$ cat config.mk
export PLATFORM = sky130hd
export DESIGN_NAME = hw_dispatch_sched
export DESIGN_NICKNAME = d
export VERILOG_FILES = /design/src/rtl/hw_dispatch_sched.sv
export SDC_FILE = /design/constraint.sdc
export NUM_CORES = 1
export LEC_CHECK = 0
export ABC_AREA = 0
export BUFFER_PORTS_ARGS = -buffer_cell sky130_fd_sc_hd__buf_2
export CORE_MARGIN = 4
export CORE_UTILIZATION = 54
export CTS_CLUSTER_SIZE = 16
export DETAILED_ROUTE_END_ITERATION = 12
export HOLD_SLACK_MARGIN = 0.08
export PLACE_DENSITY = 0.81
export SYNTH_ARGS = -nofsm -noshare
export SYNTH_HDL_FRONTEND = slang
export SYNTH_SLANG_ARGS = --single-unit
$ cat constraint.sdc
create_clock -name clk_i -period 3.6 [get_ports clk_i]
set_input_delay 0.18 -clock clk_i [delete_from_list [all_inputs] [get_ports clk_i]]
set_output_delay 0.18 -clock clk_i [all_outputs]
set_load 0.05 [all_outputs]
$ cat src/rtl/hw_dispatch_sched.sv
// Round-robin push scheduler for the dispatch FIFO: config+value write sequencing and slot tracking.
// Optional HW_DISPATCH_SCHED_SKIP_CONF_EN: omit the config write when the team mask repeats.
module hw_dispatch_sched #(
  parameter int unsigned NB_CORES   = 4,
  parameter int unsigned NB_MASTERS = 2,
  parameter int unsigned FIFO_DEPTH = 4
) (
  input  logic                           clk_i,
  input  logic                           rst_ni,
  input  logic [NB_MASTERS-1:0]          push_req_i,
  input  logic [NB_MASTERS*32-1:0]       push_data_i,
  input  logic [NB_MASTERS*NB_CORES-1:0] push_mask_i,
  output logic [NB_MASTERS-1:0]          push_gnt_o,
  output logic [NB_MASTERS-1:0]          push_err_o,
  input  logic [NB_CORES-1:0]            cons_i,
  output logic                           disp_w_req_o,
  output logic [31:0]                    disp_w_data_o,
  output logic [1:0]                     disp_reg_sel_o,
  output logic                           full_o,
  output logic [$clog2(FIFO_DEPTH):0]    count_o,
  output logic                           spurious_o
);
  localparam int unsigned PTR_W = $clog2(FIFO_DEPTH);
  localparam int unsigned CNT_W = PTR_W + 1;
  localparam int unsigned MST_W = (NB_MASTERS > 1) ? $clog2(NB_MASTERS) : 1;

  typedef enum logic [1:0] {IDLE, CONF, VAL} state_e;

  state_e              state_q, state_d;
  logic [MST_W-1:0]    mst_q, mst_d, rr_q, rr_d;
  logic [31:0]         data_q, data_d;
  logic [NB_CORES-1:0] mask_q, mask_d;
  logic [PTR_W-1:0]    wptr_q, wptr_d, hptr_q, hptr_d;
  logic [CNT_W-1:0]    cnt_q, cnt_d;
  logic [NB_CORES-1:0] pend_q [FIFO_DEPTH];
  logic [NB_CORES-1:0] pend_d [FIFO_DEPTH];
  logic                spur_q, spur_d;
`ifdef HW_DISPATCH_SCHED_SKIP_CONF_EN
  logic [NB_CORES-1:0] last_mask_q, last_mask_d;
  logic                last_valid_q, last_valid_d;
`endif

  logic                any_req;
  logic [MST_W-1:0]    win, idx;
  logic [NB_CORES-1:0] win_mask;
  logic                val_wr, retire, hit;
  logic [PTR_W-1:0]    slot;

  assign full_o     = (cnt_q == CNT_W'(FIFO_DEPTH));
  assign count_o    = cnt_q;
  assign spurious_o = spur_q;
  assign val_wr     = (state_q == VAL);

  // Round-robin pick: lowest offset from rr_q wins, so scan offsets downward.
  always_comb begin
    any_req  = 1'b0;
    win      = '0;
    idx      = '0;
    for (int k = int'(NB_MASTERS) - 1; k >= 0; k--) begin
      idx = MST_W'((32'(rr_q) + 32'(k)) % NB_MASTERS);
      if (push_req_i[idx]) begin
        any_req = 1'b1;
        win     = idx;
      end
    end
    win_mask = push_mask_i[32'(win)*NB_CORES +: NB_CORES];
  end

  // Push sequencing FSM.
  always_comb begin
    state_d        = state_q;
    mst_d          = mst_q;
    rr_d           = rr_q;
    data_d         = data_q;
    mask_d         = mask_q;
    push_gnt_o     = '0;
    push_err_o     = '0;
    disp_w_req_o   = 1'b0;
    disp_w_data_o  = '0;
    disp_reg_sel_o = 2'd0;
`ifdef HW_DISPATCH_SCHED_SKIP_CONF_EN
    last_mask_d    = last_mask_q;
    last_valid_d   = last_valid_q;
`endif
    case (state_q)
      IDLE: begin
        if (any_req && !full_o) begin
          if (win_mask == '0) begin
            push_gnt_o[win] = 1'b1;
            push_err_o[win] = 1'b1;
          end else begin
            mst_d   = win;
            data_d  = push_data_i[32'(win)*32 +: 32];
            mask_d  = win_mask;
            state_d = CONF;
`ifdef HW_DISPATCH_SCHED_SKIP_CONF_EN
            if (last_valid_q && (win_mask == last_mask_q)) state_d = VAL;
`endif
          end
        end
      end
      CONF: begin
        disp_w_req_o   = 1'b1;
        disp_reg_sel_o = 2'd1;
        disp_w_data_o  = 32'(mask_q);
`ifdef HW_DISPATCH_SCHED_SKIP_CONF_EN
        last_mask_d    = mask_q;
        last_valid_d   = 1'b1;
`endif
        state_d        = VAL;
      end
      VAL: begin
        disp_w_req_o      = 1'b1;
        disp_reg_sel_o    = 2'd0;
        disp_w_data_o     = data_q;
        push_gnt_o[mst_q] = 1'b1;
        rr_d              = MST_W'((32'(mst_q) + 32'd1) % NB_MASTERS);
        state_d           = IDLE;
      end
      default: state_d = IDLE;
    endcase
  end

  // Slot tracker: each consumed bit clears the oldest occupied slot still waiting on that core.
  always_comb begin
    pend_d = pend_q;
    spur_d = 1'b0;
    hptr_d = hptr_q;
    wptr_d = wptr_q;
    hit    = 1'b0;
    slot   = '0;
    for (int i = 0; i < int'(NB_CORES); i++) begin
      if (cons_i[i]) begin
        hit = 1'b0;
        for (int k = 0; k < int'(FIFO_DEPTH); k++) begin
          slot = PTR_W'(32'(hptr_q) + 32'(k));
          if (!hit && (CNT_W'(k) < cnt_q) && pend_q[slot][i]) begin
            pend_d[slot][i] = 1'b0;
            hit             = 1'b1;
          end
        end
        if (!hit) spur_d = 1'b1;
      end
    end
    retire = (cnt_q != '0) && (pend_q[hptr_q] == '0);
    if (retire) hptr_d = hptr_q + 1'b1;
    if (val_wr) begin
      pend_d[wptr_q] = mask_q;
      wptr_d         = wptr_q + 1'b1;
    end
    cnt_d = cnt_q + CNT_W'(val_wr) - CNT_W'(retire);
  end

  always_ff @(posedge clk_i or negedge rst_ni) begin
    if (!rst_ni) begin
      state_q <= IDLE;
      mst_q   <= '0;
      rr_q    <= '0;
      data_q  <= '0;
      mask_q  <= '0;
      wptr_q  <= '0;
      hptr_q  <= '0;
      cnt_q   <= '0;
      spur_q  <= 1'b0;
      for (int k = 0; k < int'(FIFO_DEPTH); k++) pend_q[k] <= '0;
    end else begin
      state_q <= state_d;
      mst_q   <= mst_d;
      rr_q    <= rr_d;
      data_q  <= data_d;
      mask_q  <= mask_d;
      wptr_q  <= wptr_d;
      hptr_q  <= hptr_d;
      cnt_q   <= cnt_d;
      spur_q  <= spur_d;
      pend_q  <= pend_d;
    end
  end

`ifdef HW_DISPATCH_SCHED_SKIP_CONF_EN
  always_ff @(posedge clk_i or negedge rst_ni) begin
    if (!rst_ni) begin
      last_mask_q  <= '0;
      last_valid_q <= 1'b0;
    end else begin
      last_mask_q  <= last_mask_d;
      last_valid_q <= last_valid_d;
    end
  end
`endif

endmodule

==> results.cfg <==
[power]
seq_power_share = 0.281
p_comb_frac = 0.595
p_total_mw = 4.95
p_sw_frac = 0.512
p_leak_nw = 2.79
clkPwrFrac = 0.124
power_switching_mw = 2.53
ir_drop_mv = 0.487
powerDensity_nw_per_um2 = 896
p_int_mw = 2.41

[cts]
insertion_delay_ps = 340
cts.sinks = 64
numCtsBuffers = 9
cts_tree = yes
h-tree-depth = 3
path_clk_slew_ps = 70
post_cts.repair.setup_buffers = 0
root_buffer = clkbuf_8
cts_buffer_depth = 2
cts_resized = 0

[yosys]
muxShareOfSynthArea = 0.165
synth-simple-area-share = 0.185
ys_warn_count = 0
synthesis.nets = 611
postSynthCellCount = 515
synth_ff_type = dfrtp_1
synth_top_cell_area_share = 0.339
synthDistinctLibCells = 57
synth_compound_area_frac = 0.202
synth_edf_count = 0
avgSynthCellArea_sq_um = 9.18
yosys.area.top_type = dfrtp_1
yosysSeqAreaShare = 0.339
synth-seq-cells = 64
ys_top_cells_by_area = dfrtp_1, mux2i_1, nand2_1
synth_top_family_by_area = compound AO/OA/AOI/OAI gates
syn_area_sq_um = 4730
yosys.area_share.adder = 0.0439
synthArstFlopShare = 1.00
synth_xor_area_frac = 0.00556

[sta]
fmax_mhz = 338
rsz0062_at_grt = false
worst_pin_slew_ps = 1010
slew_headroom = 0.328
setup-tns-final_ps = 0
period_share = 0.822
hold_viol = 0
setup_viol_count_final = 0
finClkSkew_ps = 8.26
drv_slew = 0
min_period_ps = 2960

[grt]
grt_use_total = 0.271
grt_pass1_vias = 4561
grt_pass1_wl_um = 22100
grt-ovfl-total = 0
grt_max_degree = 75
antenna_found_initial = 0

[cells_and_area]
finish.instance_area_sq_um = 5520
areaGrowthSynthToFinish_pct = 16.7
nets = 712
drive_gt1_frac = 0.261
diodes = 0

[placement]
placed_cell_area_sq_um = 5320
io_buffer_count = 122
gp_congestion = 0.890
place_hpwl_um = 10100

[flow_run]
cap_viol_max_count = 0

[floorplanning]
core.rowCount = 33
die_h_um = 102
core_sq_um = 8380
pin_count = 124
initial_utilization = 0.564
dieArea_sq_um = 10300
die_width_um = 102

[critical_path]
crit_fanout = 12
worst_setup_path_start_kind = flop
cp-end-kind = flop
arrival_ps = 3180
critical_path_required_ps = 3820
critPathKind = reg -> reg

[detailed_routing]
ant_nets = 0
via_per_inst = 5.98
num_vias = 4339
drt_wl_total_um = 13400
drc_errors = 0
firstDrtPassIters = 5
drtIter0Drc = 318
routedWlPerCell_um = 18.4

[worst_hold_path]
hp-class = in -> reg

[status]
outcome = complete, no violations
[power groups by stage]
stage               registers [mW]  clock network (mW)  logic (mW)
floorplan                     1.32                   0        2.34
global placement              1.37                   0        2.84
detailed placement            1.39                   0        2.94
CTS                           1.38               0.630        2.94
global route                  1.44               0.656        3.23
finish                        1.39               0.614        2.94
[flip-flops by register name, summed over array words and instances (netlist names)]
signal      count
data_q         32
pend_q         16
mask_q          4
count_o         3
hptr_q          2
state_q         2
wptr_q          2
mst_q           1
rr_q            1
spurious_o      1
[path summary, 6_finish.rpt]
| kind | slack (ps) | cells after the start | end | start |
|---|---|---|---|---|
| worst max-delay path | 640 | 11 | count_o[2]$_DFF_PN0_ | hptr_q[1]$_DFFE_PN0P_ |
| worst min-delay path | 130 | 3 | data_q[11]$_DFFE_PN0P_ | push_data_i[43] |
| worst max register to register | 640 | 11 | count_o[2]$_DFF_PN0_ | hptr_q[1]$_DFFE_PN0P_ |
| worst min register to register | 480 | 2 | data_q[13]$_DFFE_PN0P_ | data_q[13]$_DFFE_PN0P_ |
| max in group asynchronous | 2240 | 3 | data_q[30]$_DFFE_PN0P_ | rst_ni |
| min in group asynchronous | 470 | 2 | hptr_q[0]$_DFFE_PN0P_ | rst_ni |
[worst max-delay path, stage by stage, from the launching register on]
cell and delay, ps:
dfrtp_1 670, buf_4 320, mux4_2 350, a21oi_1 170, nand4_1 220, inv_1 110
ha_1 230, inv_1 50, ha_1 130, inv_1 50, fa_1 380, xor2_1 170
[metal layers]
layer  GRT usage  part of all wire  routed length, um  vias up
li1            -                 -                  -     2056
met4       0.105             0.024                317        0
met2       0.447              0.48               6460      209
met1       0.342              0.41               5460     2046
met5           0                 0                  0        -
met3      0.0716             0.085               1140       28
[cell families (layout without fill, tap and decap cells)]
| kind of cell | Yosys count | in the layout |
|---|---|---|
| simple gates | 165 | 165 |
| compound gates | 136 | 136 |
| mux | 72 | 72 |
| flops | 64 | 64 |
| buf+inv | 58 | 163 |
| fa+ha+maj | 16 | 16 |
| xor+xnor | 3 | 3 |
| other cells | 1 | 1 |
[cell type report]
class	count	area [sq um]
flip-flops and latches	64	1600
well taps	105	131
repair buffers	129	666
inverters	19	71.3
clock buffers	12	145
clock inverters	3	42.5
multi-input cells	393	2860
fillers	705	2860
[cell usage in the layout, fill, tap and decap left out, types with 2 or more instances in the layout]
master,netlist,layout
dfrtp_1,64,64
mux2i_1,62,62
o32a_1,2,2
o21ai_0,43,43
mux2_2,4,4
mux4_2,3,3
a21oi_1,15,15
or2_2,2,2
nand2b_1,6,6
mux2_1,2,2
a221o_1,8,8
a211o_1,8,8
a221oi_1,7,7
nor2b_1,7,7
nor3b_1,16,16
and2_1,33,33
a21o_1,8,8
buf_4,4,6
ha_1,15,15
clkbuf_8,0,10
clkbuf_1,15,2
xor2_1,2,2
nor2_1,19,19
buf_2,10,122
o2111ai_1,16,16
o22ai_1,3,3
nand3_1,6,6
a22oi_1,4,4
o21ai_1,10,10
o22ai_4,2,2
nor3_1,5,5
o22a_1,2,2
inv_1,19,19
nand2_1,60,60
[cell usage after synthesis (all sizes together), types with 6 or more instances]
master,number
nor2b,7
nand2,60
a221o,8
a221oi,8
nor2,19
a21o,8
o22ai,6
nand2b,6
a211o,8
dfrtp,64
a21oi,15
nor3b,17
buf,24
inv,19
clkbuf,15
mux2i,62
ha,15
mux2,6
nand3,6
o2111ai,16
and2,33
nor3,6
o21ai,55
[metrics by stage]
stage,std cells,hold slack (ps),utilization,setup slack [ps]
after global placement,709,340,0.635,712
after CTS,725,115,0.658,628
final,725,127,0.658,641
after detailed placement,709,358,0.635,646
after floorplan,515,-116,-,920
after global routing,725,138,0.658,415
[timing repair]
| action | CTS | global route |
|---|---|---|
| setup endpoints to repair | 0 | 0 |
| hold endpoints to repair | 38 | 0 |
| hold buffers | 1 | 0 |
No activity file was read; power rests on OpenSTA's default activity.
